[src/rtl/cve2v_perf_pkg.sv]
// Shared types for the RVFI performance monitor: FSM state encoding, default
// marker instruction and the counter bundle exposed for hierarchical probing.
package cve2v_perf_pkg;

  localparam logic [31:0] FenceInsn = 32'h0ff0000f;

  // Probe struct fields are fixed-width, so CntWidth must not exceed this.
  localparam int unsigned PerfCntMaxWidth = 32;

  localparam int unsigned NumCnt     = 5;
  localparam int unsigned CntCycles  = 0;
  localparam int unsigned CntRetired = 1;
  localparam int unsigned CntLoads   = 2;
  localparam int unsigned CntStores  = 3;
  localparam int unsigned CntTraps   = 4;

  typedef enum logic [1:0] {
    PerfIdle    = 2'd0,
    PerfRunning = 2'd1,
    PerfDrain   = 2'd2,
    PerfDone    = 2'd3
  } perf_state_e;

  typedef struct packed {
    logic [PerfCntMaxWidth-1:0] cycles;
    logic [PerfCntMaxWidth-1:0] retired;
    logic [PerfCntMaxWidth-1:0] loads;
    logic [PerfCntMaxWidth-1:0] stores;
    logic [PerfCntMaxWidth-1:0] traps;
  } perf_cnt_t;

endpackage

[src/rtl/cve2v_rvfi_perf_mon_if.sv]
// Retirement (RVFI) signals tapped from cve2v_top; the core side is the master,
// the performance monitor observes through the slave modport.
interface cve2v_rvfi_perf_mon_if;

  logic        valid;
  logic [31:0] insn;
  logic        trap;
  logic [3:0]  mem_rmask;
  logic [3:0]  mem_wmask;

  modport master (output valid, insn, trap, mem_rmask, mem_wmask);
  modport slave  (input  valid, insn, trap, mem_rmask, mem_wmask);

endinterface

[src/rtl/cve2v_sat_counter.sv]
// Saturating up-counter with synchronous clear; holds at all-ones instead of
// wrapping so an overflowed measurement stays recognisable.
module cve2v_sat_counter #(
  parameter int unsigned Width = 32
) (
  input  logic             clk_i,
  input  logic             rst_ni,
  input  logic             clr_i,
  input  logic             inc_i,
  output logic [Width-1:0] cnt_o
);

  // NOTE: sequential state uses non-blocking assignments so every flop samples
  // pre-edge values, independent of evaluation order between always blocks.
  always_ff @(posedge clk_i or negedge rst_ni) begin
    if (!rst_ni) begin
      cnt_o <= '0;
    end else if (clr_i) begin
      cnt_o <= '0;
    end else if (inc_i && (cnt_o != '1)) begin
      cnt_o <= cnt_o + Width'(1);
    end
  end

endmodule

[src/rtl/cve2v_rvfi_perf_mon.sv]
// Marker-bracketed benchmark monitor on the RVFI port: counts cycles, retired
// instructions, loads, stores and traps, optionally waiting for Spatz to drain.
module cve2v_rvfi_perf_mon
  import cve2v_perf_pkg::*;
#(
  parameter int unsigned CntWidth   = 32,
  parameter logic [31:0] MarkerInsn = FenceInsn,
  parameter bit          VectorMode = 1'b0
) (
  input  logic                  clk_i,
  input  logic                  rst_ni,
  cve2v_rvfi_perf_mon_if.slave  rvfi,
  input  logic                  vec_busy_i,
  input  logic                  clear_i,
  output logic [1:0]            state_o,
  output logic [CntWidth-1:0]   cycles_o,
  output logic [CntWidth-1:0]   retired_o,
  output logic [CntWidth-1:0]   loads_o,
  output logic [CntWidth-1:0]   stores_o,
  output logic [CntWidth-1:0]   traps_o,
  output logic                  done_o,
  output logic                  result_valid_o
);

  perf_state_e         state_q;
  logic                done_q;
  logic                result_valid_q;
  logic                marker_evt;
  logic                cnt_clr;
  logic [NumCnt-1:0]   cnt_inc;
  logic [CntWidth-1:0] cnt_val [NumCnt];
  perf_cnt_t           perf_cnt;

  // NOTE: every signal gets a default at the top of the always_comb so no path
  // leaves it unassigned, which would otherwise infer a latch.
  always_comb begin
    logic retire_evt;
    marker_evt = rvfi.valid && (rvfi.insn == MarkerInsn) && !rvfi.trap;
    cnt_clr    = clear_i || ((state_q == PerfIdle) && marker_evt);
    // The closing marker ends the region and is deliberately not counted.
    retire_evt = (state_q == PerfRunning) && rvfi.valid && !marker_evt;
    cnt_inc    = '0;
    cnt_inc[CntCycles]  = (state_q == PerfRunning) || (state_q == PerfDrain);
    cnt_inc[CntRetired] = retire_evt && !rvfi.trap;
    cnt_inc[CntLoads]   = retire_evt && !rvfi.trap && (rvfi.mem_rmask != 4'h0);
    cnt_inc[CntStores]  = retire_evt && !rvfi.trap && (rvfi.mem_wmask != 4'h0);
    cnt_inc[CntTraps]   = retire_evt && rvfi.trap;
  end

  always_ff @(posedge clk_i or negedge rst_ni) begin
    if (!rst_ni) begin
      state_q        <= PerfIdle;
      done_q         <= 1'b0;
      result_valid_q <= 1'b0;
    end else if (clear_i) begin
      state_q        <= PerfIdle;
      done_q         <= 1'b0;
      result_valid_q <= 1'b0;
    end else begin
      done_q <= 1'b0;
      case (state_q)
        PerfIdle: begin
          if (marker_evt) begin
            state_q        <= PerfRunning;
            result_valid_q <= 1'b0;
          end
        end
        PerfRunning: begin
          if (marker_evt) begin
            if (VectorMode) begin
              state_q <= PerfDrain;
            end else begin
              state_q        <= PerfDone;
              done_q         <= 1'b1;
              result_valid_q <= 1'b1;
            end
          end
        end
        PerfDrain: begin
          if (!vec_busy_i) begin
            state_q        <= PerfDone;
            done_q         <= 1'b1;
            result_valid_q <= 1'b1;
          end
        end
        default: state_q <= PerfIdle;
      endcase
    end
  end

  for (genvar i = 0; i < NumCnt; i++) begin : g_cnt
    cve2v_sat_counter #(
      .Width (CntWidth)
    ) u_cnt (
      .clk_i  (clk_i),
      .rst_ni (rst_ni),
      .clr_i  (cnt_clr),
      .inc_i  (cnt_inc[i]),
      .cnt_o  (cnt_val[i])
    );
  end

  assign perf_cnt = '{
    cycles:  PerfCntMaxWidth'(cnt_val[CntCycles]),
    retired: PerfCntMaxWidth'(cnt_val[CntRetired]),
    loads:   PerfCntMaxWidth'(cnt_val[CntLoads]),
    stores:  PerfCntMaxWidth'(cnt_val[CntStores]),
    traps:   PerfCntMaxWidth'(cnt_val[CntTraps])
  };

  assign state_o        = state_q;
  assign cycles_o       = perf_cnt.cycles[CntWidth-1:0];
  assign retired_o      = perf_cnt.retired[CntWidth-1:0];
  assign loads_o        = perf_cnt.loads[CntWidth-1:0];
  assign stores_o       = perf_cnt.stores[CntWidth-1:0];
  assign traps_o        = perf_cnt.traps[CntWidth-1:0];
  assign done_o         = done_q;
  assign result_valid_o = result_valid_q;

endmodule

[src/flat_wrapper.sv]
// flat-port wrapper written by rule: the top's interface ports become plain ports
module cve2v_rvfi_perf_mon_flat import cve2v_perf_pkg::*;
#(
  parameter int unsigned CntWidth   = 32,
  parameter logic [31:0] MarkerInsn = FenceInsn,
  parameter bit          VectorMode = 1'b0
)
  (clk_i, rst_ni, vec_busy_i, clear_i, state_o, cycles_o, retired_o, loads_o, stores_o, traps_o, done_o, result_valid_o, rvfi_valid, rvfi_insn, rvfi_trap, rvfi_mem_rmask, rvfi_mem_wmask);
  cve2v_rvfi_perf_mon_if rvfi_i ();
  input  logic clk_i;
  input  logic rst_ni;
  input  logic vec_busy_i;
  input  logic clear_i;
  output logic [1:0] state_o;
  output logic [CntWidth-1:0] cycles_o;
  output logic [CntWidth-1:0] retired_o;
  output logic [CntWidth-1:0] loads_o;
  output logic [CntWidth-1:0] stores_o;
  output logic [CntWidth-1:0] traps_o;
  output logic done_o;
  output logic result_valid_o;
  input wire logic [$bits(rvfi_i.valid)-1:0] rvfi_valid;
  input wire logic [$bits(rvfi_i.insn)-1:0] rvfi_insn;
  input wire logic [$bits(rvfi_i.trap)-1:0] rvfi_trap;
  input wire logic [$bits(rvfi_i.mem_rmask)-1:0] rvfi_mem_rmask;
  input wire logic [$bits(rvfi_i.mem_wmask)-1:0] rvfi_mem_wmask;
  assign rvfi_i.valid = rvfi_valid;
  assign rvfi_i.insn = rvfi_insn;
  assign rvfi_i.trap = rvfi_trap;
  assign rvfi_i.mem_rmask = rvfi_mem_rmask;
  assign rvfi_i.mem_wmask = rvfi_mem_wmask;
  cve2v_rvfi_perf_mon #(.CntWidth(CntWidth), .MarkerInsn(MarkerInsn), .VectorMode(VectorMode)) u_core (.clk_i(clk_i), .rst_ni(rst_ni), .rvfi(rvfi_i), .vec_busy_i(vec_busy_i), .clear_i(clear_i), .state_o(state_o), .cycles_o(cycles_o), .retired_o(retired_o), .loads_o(loads_o), .stores_o(stores_o), .traps_o(traps_o), .done_o(done_o), .result_valid_o(result_valid_o));
endmodule
[config.mk]
export PLATFORM = sky130hd
export DESIGN_NAME = cve2v_rvfi_perf_mon_flat
export DESIGN_NICKNAME = d
export VERILOG_FILES = /design/src/rtl/cve2v_perf_pkg.sv /design/src/rtl/cve2v_rvfi_perf_mon_if.sv /design/src/rtl/cve2v_sat_counter.sv /design/src/rtl/cve2v_rvfi_perf_mon.sv /design/src/flat_wrapper.sv
export SDC_FILE = /design/constraint.sdc
export NUM_CORES = 1
export LEC_CHECK = 0
export BUFFER_PORTS_ARGS = -buffer_cell sky130_fd_sc_hd__clkbuf_2
export CAP_MARGIN = 5
export CORE_ASPECT_RATIO = 0.9
export CORE_MARGIN = 3
export CORE_UTILIZATION = 30
export DETAILED_ROUTE_END_ITERATION = 16
export PLACE_DENSITY = 0.52
export SYNTH_ARGS = -nofsm -noshare
export SYNTH_HDL_FRONTEND = slang
export SYNTH_HIERARCHICAL = 1
export SYNTH_SLANG_ARGS = --single-unit
export TNS_END_PERCENT = 100
[constraint.sdc]
create_clock -name clk_i -period 3.5 [get_ports clk_i]
set_clock_uncertainty 0.05 [all_clocks]
set_input_delay 0.525 -clock clk_i [delete_from_list [all_inputs] [get_ports clk_i]]
set_output_delay 0.525 -clock clk_i [all_outputs]
set_load 0.01 [all_outputs]
# After elaboration in Yosys (flattened, before gate mapping)
# Cells that the tools add are included.
# Widths: inputs -> output; s select.
[op_classes]
n_eq_ne = 11
n_addsub = 5
reduce_logical = 29
muxes = 24
[ops]
columns = ["operator", "n"]
rows = [
  ["$mux 32", 10],
  ["$add 32x1->32 const B", 5],
  ["$ne 32x32->1 const B", 5],
  ["$eq 32x28->1 const B", 1],
  ["$logic_and 1x1->1", 14],
  ["$reduce_bool 4->1", 3],
  ["$reduce_bool 2->1", 5],
  ["$mux 2", 4],
  ["$mux 1", 7],
  ["$ne 3x2->1 const B", 2],
  ["$pmux 2 s3", 1],
  ["$reduce_and 4->1", 1],
  ["$ne 3x3->1 const B", 1],
  ["$pmux 1 s3", 1],
  ["$reduce_and 3->1", 1],
  ["$eq 2x1->1 const B", 1],
  ["$eq 2x2->1 const B", 1],
  ["$logic_not 1->1", 2],
  ["$logic_not 2->1", 1],
  ["$logic_or 1x1->1", 2],
  ["$pmux 1 s2", 1],
]
[totals]
reg_bits = 164
wordCells = 77
in_bits = 46
out_inout_bits = 164

# Logic depth before layout (Yosys ltp)
[depth]
depth_word = 10
mapped_depth = 12
depth_no_buf = 10

# Hierarchy
# Netlist, hierarchy kept.
[by_module_without_submodules]
columns = ["mod", "cells_per_inst", "area_each_um2", "seq_area_each_um2", "instances"]
rows = [
  ["cve2v_sat_counter", 198, 1854.3, 800.8, 5],
  ["cve2v_rvfi_perf_mon", 49, 430.4, 100.1, 1],
]

# Worst setup path before layout
# Ideal clock, no wire load.
[synth_path]
path_type = "input port to flip-flop"
from = "in rvfi_insn[17]"
to = "reg u_core.g_cnt[2].u_cnt.cnt_o[29]"
n_path_buf = 1
setup_slack_ns = 0.593
t_required_ns = 3.325
setup_ns = 0.125
arrival_ns = 2.733
stages = 11
cell_sequence = "or4_1 -> or3_4 -> nor3_1 -> or3_1 -> nor2_1 -> and3_1 -> nand4_1 -> a21o_1 -> buf_2 -> nor4_1 -> mux2_2"
[synth_between]
elab_chain_len = 9
word_cells_on_any_way = 12
cone_classes = "eq/ne (1); mux (1); reduce/logical (10)"
[synth_lines]
columns = ["item", "line_no", "rtl"]
rows = [
  ["start: declaration", "flat_wrapper.sv:23", "input wire logic [$bits(rvfi_i.insn)-1:0] rvfi_insn;"],
  ["$eq 32x28->1", "cve2v_rvfi_perf_mon.sv:38", "marker_evt = rvfi.valid && (rvfi.insn == MarkerInsn) && !rvfi.trap;"],
  ["$logic_and 1x1->1 (2 in series)", "cve2v_rvfi_perf_mon.sv:38", ""],
  ["$logic_not 1->1", "cve2v_rvfi_perf_mon.sv:41", "retire_evt = (state_q == PerfRunning) && rvfi.valid && !marker_evt;"],
  ["$logic_and 1x1->1", "cve2v_rvfi_perf_mon.sv:41", ""],
  ["$logic_and 1x1->1 (2 in series)", "cve2v_rvfi_perf_mon.sv:45", "cnt_inc[CntLoads] = retire_evt && !rvfi.trap && (rvfi.mem_rmask != 4'h0);"],
  ["named net u_core.cnt_inc[2]", "cve2v_rvfi_perf_mon.sv:30", "logic [NumCnt-1:0] cnt_inc;"],
  ["$logic_and 1x1->1", "cve2v_sat_counter.sv:20", "end else if (inc_i && (cnt_o != '1)) begin"],
  ["$reduce_bool 2->1 (no line)", "n/a", ""],
  ["end signal: assignment", "cve2v_sat_counter.sv:21", "cnt_o <= cnt_o + Width'(1);"],
  ["end: declaration", "cve2v_sat_counter.sv:10", "output logic [Width-1:0] cnt_o"],
]
# The timed path passes the listed nets, and every way through them passes these cells.
# A chain may end at the register's enable or synchronous reset.

# Worst setup path in the final report
[layout_path]
from = "reg u_core.state_q[1], in the netlist u_core/state_o[1]"
to = "reg u_core.g_cnt[3].u_cnt.cnt_o[25]"
[layout_between]
elab_chain_len = 7
word_cells_on_any_way = 11
cone_classes = "eq/ne (1); mux (1); reduce/logical (9)"
[layout_lines]
columns = ["item", "line_no", "rtl"]
rows = [
  ["start: declaration", "cve2v_rvfi_perf_mon.sv:25", "perf_state_e state_q;"],
  ["start signal: assignment", "cve2v_rvfi_perf_mon.sv:52", "state_q <= PerfIdle;"],
  ["start signal: assignment", "cve2v_rvfi_perf_mon.sv:56", "state_q <= PerfIdle;"],
  ["start signal: assignment", "cve2v_rvfi_perf_mon.sv:64", "state_q <= PerfRunning;"],
  ["$eq 2x1->1", "cve2v_rvfi_perf_mon.sv:41", ""],
  ["$logic_and 1x1->1 (2 in series)", "cve2v_rvfi_perf_mon.sv:41", ""],
  ["$logic_and 1x1->1 (2 in series)", "cve2v_rvfi_perf_mon.sv:46", "cnt_inc[CntStores] = retire_evt && !rvfi.trap && (rvfi.mem_wmask != 4'h0);"],
  ["named net u_core.cnt_inc[3]", "cve2v_rvfi_perf_mon.sv:30", ""],
  ["$logic_and 1x1->1", "cve2v_sat_counter.sv:20", ""],
  ["$reduce_bool 2->1 (no line)", "n/a", ""],
  ["end signal: assignment", "cve2v_sat_counter.sv:21", ""],
  ["end: declaration", "cve2v_sat_counter.sv:10", ""],
]
# The timed path passes the listed nets, and every way through them passes these cells.

==> Flow_metrics.wiki <==
{| class="wikitable"
! Metric !! Value
|-
| Library cell with the highest instance count after synthesis || sky130_fd_sc_hd__dfrtp_1
|-
| Cells resized by post-CTS repair || 0
|-
| EDFF count, synth || 0
|-
| Final setup TNS || 0 ns
|-
| Synthesis-stage register bit count || 164
|-
| Vias per inst || 5.10
|-
| Maximum fanout along the worst path || 15
|-
| Yosys warnings || 6
|-
| Post-layout nets || 1303
|-
| Summed instance area of the synthesized netlist || 0.00970 mm2
|-
| Router iterations before antenna repair || 5
|-
| Area growth from synthesis to layout || 22.3%
|-
| Routed length per placed instance || 16.5 um
|-
| CTS clk-pin slew, worst paths || 0.07 ns
|-
| Buffers from clock root to sink, at most || 2
|-
| Largest voltage drop on the vdd net || 0.317 mV
|-
| Clock H-tree levels || 4
|-
| Tightest Hold Check Type || primary input to flip-flop
|-
| Setup WS post-layout || 0.260 ns
|-
| Static leakage || 5.19 nW
|-
| Total gr overflow || 0
|-
| Final core utilization || 0.378
|-
| Master cell of the clock root buffer || sky130_fd_sc_hd__clkbuf_16
|-
| Number of placed I/O pins || 210
|-
| Number of sinks handled by clock tree synthesis || 164
|-
| Final hold violation count || 0
|-
| Net Count, Synth || 1094
|-
| Fraction of synthesized cell area taken by the top area cell type || 0.423
|-
| Pin count of the biggest net entering global routing || 60
|-
| Total power divided by cell area || 339 mW/mm2
|-
| Share of async-settable or async-resettable flops after synthesis || 1.00
|-
| Drt drc || 0
|-
| Number of pins with negative max-slew slack in the final report || 0
|-
| CP Data Required Time || 3.80 ns
|-
| Inserted Diodes || 0
|-
| Gp weighted congestion || 0.789
|-
| Setup repair after global routing missed its margin || false
|-
| Initial drt markers || 418
|-
| Area after detailed placement || 0.0113 mm2
|-
| Sequential share of the synthesized area || 0.423
|-
| Kind of start point of the critical path || flip-flop
|-
| Global-route total usage across every layer || 0.160
|-
| Clock buffers created by TritonCTS || 17
|-
| Effective utilization at floorplan || 0.309
|-
| Fin crit share || 0.926
|-
| Primary FF master, synth || sky130_fd_sc_hd__dfrtp_1
|-
| Setup slack after placement || 0.0301 ns
|-
| Share of final-layout standard cells stronger than drive strength 1 || 0.270
|-
| DR vias || 8516
|-
| Distinct cell type count of the synthesized netlist || 48
|-
| Transition time at the pin with the least slew margin || 0.744 ns
|-
| Cell types with the largest area share after synthesis || sky130_fd_sc_hd__dfrtp_1 42%, sky130_fd_sc_hd__nor2_1 5.2%, sky130_fd_sc_hd__xnor2_1 4.5%
|-
| Die ar. || 0.0345 mm2
|-
| Crit Path Class || flip-flop to flip-flop
|-
| Hold WS || 0.284 ns
|-
| WL final || 27500 um
|-
| Top cells by count, synth || 164 x sky130_fd_sc_hd__dfrtp_1, 135 x sky130_fd_sc_hd__nor2_1, 60 x sky130_fd_sc_hd__nand3_1, 59 x sky130_fd_sc_hd__nand2_1, 58 x sky130_fd_sc_hd__a21oi_1
|-
| Die extent in x || 196 um
|-
| Vias in the first global route || 8368
|-
| Final setup violation count || 0
|-
| Port Buffer Count || 209
|-
| Achievable Freq || 309 MHz
|-
| FP Rows || 61
|-
| Cells after Synth || 1039
|-
| Run status || complete, no violations
|-
| Die Ht || 177 um
|-
| Cell taking the most area after synthesis || sky130_fd_sc_hd__dfrtp_1
|-
| Post-detail-place hpwl || 20100 um
|-
| Number of antenna violations at the first check in global routing || 2
|-
| Critical Path Sink Type || flip-flop
|-
| First-pass GRT wire length || 45200 um
|-
| Worst slew margin relative to its limit || 0.500
|-
| Crit path arrival time || 3.54 ns
|-
| Source-to-sink clock delay at the later pin of the worst-skew pair || 0.44 ns
|-
| Post-synthesis average cell area || 9.34 um2
|-
| Post-route design area || 0.0119 mm2
|-
| CTS tree || done
|-
| Number of maximum-capacitance violations || 0
|-
| Minimum clock period after layout || 3.24 ns
|-
| Count of nets left with antenna violations after detail routing || 0
|-
| Core Box Area || 0.0314 mm2
|}
==> where the power goes <==
part           switching [mW]  internal [mW]
clock network           0.866           1.01
logic                   0.155         0.0838
registers              0.0111           1.90
total                    1.03           2.99
==> logic make-up (layout without fill, tap and decap cells) <==
family	count (synthesis)	after routing	synth area share
multiplexers	38	38	0.0455
AND/OR/NAND/NOR	522	522	0.308
AO/OA/AOI/OAI	167	167	0.121
XOR/XNOR	65	65	0.0587
adder cells (fa/ha/maj)	9	9	0.0116
buffers and inverters	74	296	0.0319
flip-flops	164	164	0.423
==> layout by cell type, fill, tap and decap left out, types with 9 or more instances in the layout <==
master / netlist / final
sky130_fd_sc_hd__dfrtp_1: 164 / 164
sky130_fd_sc_hd__nand3_1: 60 / 60
sky130_fd_sc_hd__nor4_2: 10 / 10
sky130_fd_sc_hd__ha_1: 9 / 9
sky130_fd_sc_hd__a21oi_1: 58 / 58
sky130_fd_sc_hd__nor4_1: 24 / 24
sky130_fd_sc_hd__nand2b_1: 13 / 13
sky130_fd_sc_hd__o31ai_1: 15 / 15
sky130_fd_sc_hd__or4_1: 16 / 16
sky130_fd_sc_hd__or3_1: 26 / 26
sky130_fd_sc_hd__xnor2_1: 50 / 50
sky130_fd_sc_hd__a211oi_1: 25 / 25
sky130_fd_sc_hd__and2_1: 15 / 15
sky130_fd_sc_hd__nand4_1: 32 / 32
sky130_fd_sc_hd__o21ai_0: 20 / 20
sky130_fd_sc_hd__xor2_1: 15 / 15
sky130_fd_sc_hd__inv_1: 39 / 39
sky130_fd_sc_hd__nor2b_1: 30 / 30
sky130_fd_sc_hd__a31o_2: 10 / 10
sky130_fd_sc_hd__nand2_1: 59 / 59
sky130_fd_sc_hd__nor3_1: 21 / 21
sky130_fd_sc_hd__mux2_2: 25 / 25
sky130_fd_sc_hd__and3_1: 36 / 36
sky130_fd_sc_hd__nor2_1: 135 / 135
sky130_fd_sc_hd__clkbuf_16: 0 / 17
sky130_fd_sc_hd__clkbuf_2: 0 / 208
sky130_fd_sc_hd__a21o_1: 17 / 16
sky130_fd_sc_hd__buf_4: 5 / 10
==> through the flow <==
step           std cells  total power [mW]
2_1_floorplan       1039              2.06
3_3_place_gp        1637              2.20
3_5_place_dp        1637              2.20
4_1_cts             1670              4.12
5_1_grt             1670              4.21
6_report            1670              4.03
==> layout make-up <==
class	instances	area [um2]
Clock buffer	18	439
Inverter	39	146
Timing Repair Buffer	225	1240
Clock inverter	14	128
Tap cell	409	512
Multi-Input combinational cell	801	5300
Fill cell	3234	19500
Sequential cell	164	4100
==> critical path, stage by stage, from the launching register on <==
cell and delay, ns:
sky130_fd_sc_hd__dfrtp_1 0.43, sky130_fd_sc_hd__inv_1 0.09, sky130_fd_sc_hd__ha_1 0.26, sky130_fd_sc_hd__nand2_1 0.14, sky130_fd_sc_hd__or3_1 0.44, sky130_fd_sc_hd__nor2_1 0.33, sky130_fd_sc_hd__and3_1 0.23, sky130_fd_sc_hd__nand4_1 0.10
sky130_fd_sc_hd__a21o_1 0.23, sky130_fd_sc_hd__buf_4 0.20, sky130_fd_sc_hd__or4_1 0.51, sky130_fd_sc_hd__a21oi_1 0.16
==> final timing paths <==
check	startpoint	endpoint	slack, ns	depth (start not counted)
max	u_core/state_o[1]	u_core/g_cnt[3].u_cnt/cnt_o[25]	0.26	11
min	clear_i	u_core/result_valid_o	0.28	2
max reg2reg	u_core/state_o[1]	u_core/g_cnt[3].u_cnt/cnt_o[25]	0.26	11
min reg2reg	u_core/g_cnt[2].u_cnt/cnt_o[1]	u_core/g_cnt[2].u_cnt/cnt_o[1]	0.55	2
max in group asynchronous	rst_ni	u_core/g_cnt[2].u_cnt/cnt_o[27]	2.12	3
min in group asynchronous	rst_ni	u_core/g_cnt[4].u_cnt/cnt_o[23]	0.55	2
==> what timing repair did <==
item,CTS,global route
setup buffers,0,0
hold buffers,1,0
endpoints found under the setup margin,0,0
endpoints found under the hold margin,15,0
==> state kept, by name, indices dropped and copies added, names as in the netlist <==
signal                    flops
u_core/g_cnt.u_cnt/cnt_o    160
u_core/state_o                2
u_core/done_o                 1
u_core/result_valid_o         1
==> metal layers <==
layer,GRT usage,routed length [um]
met5,0,17
met4,0.0398,367
met3,0.0403,1460
met2,0.245,12200
met1,0.227,13400
Note: power is estimated with default switching activity, not from simulation.
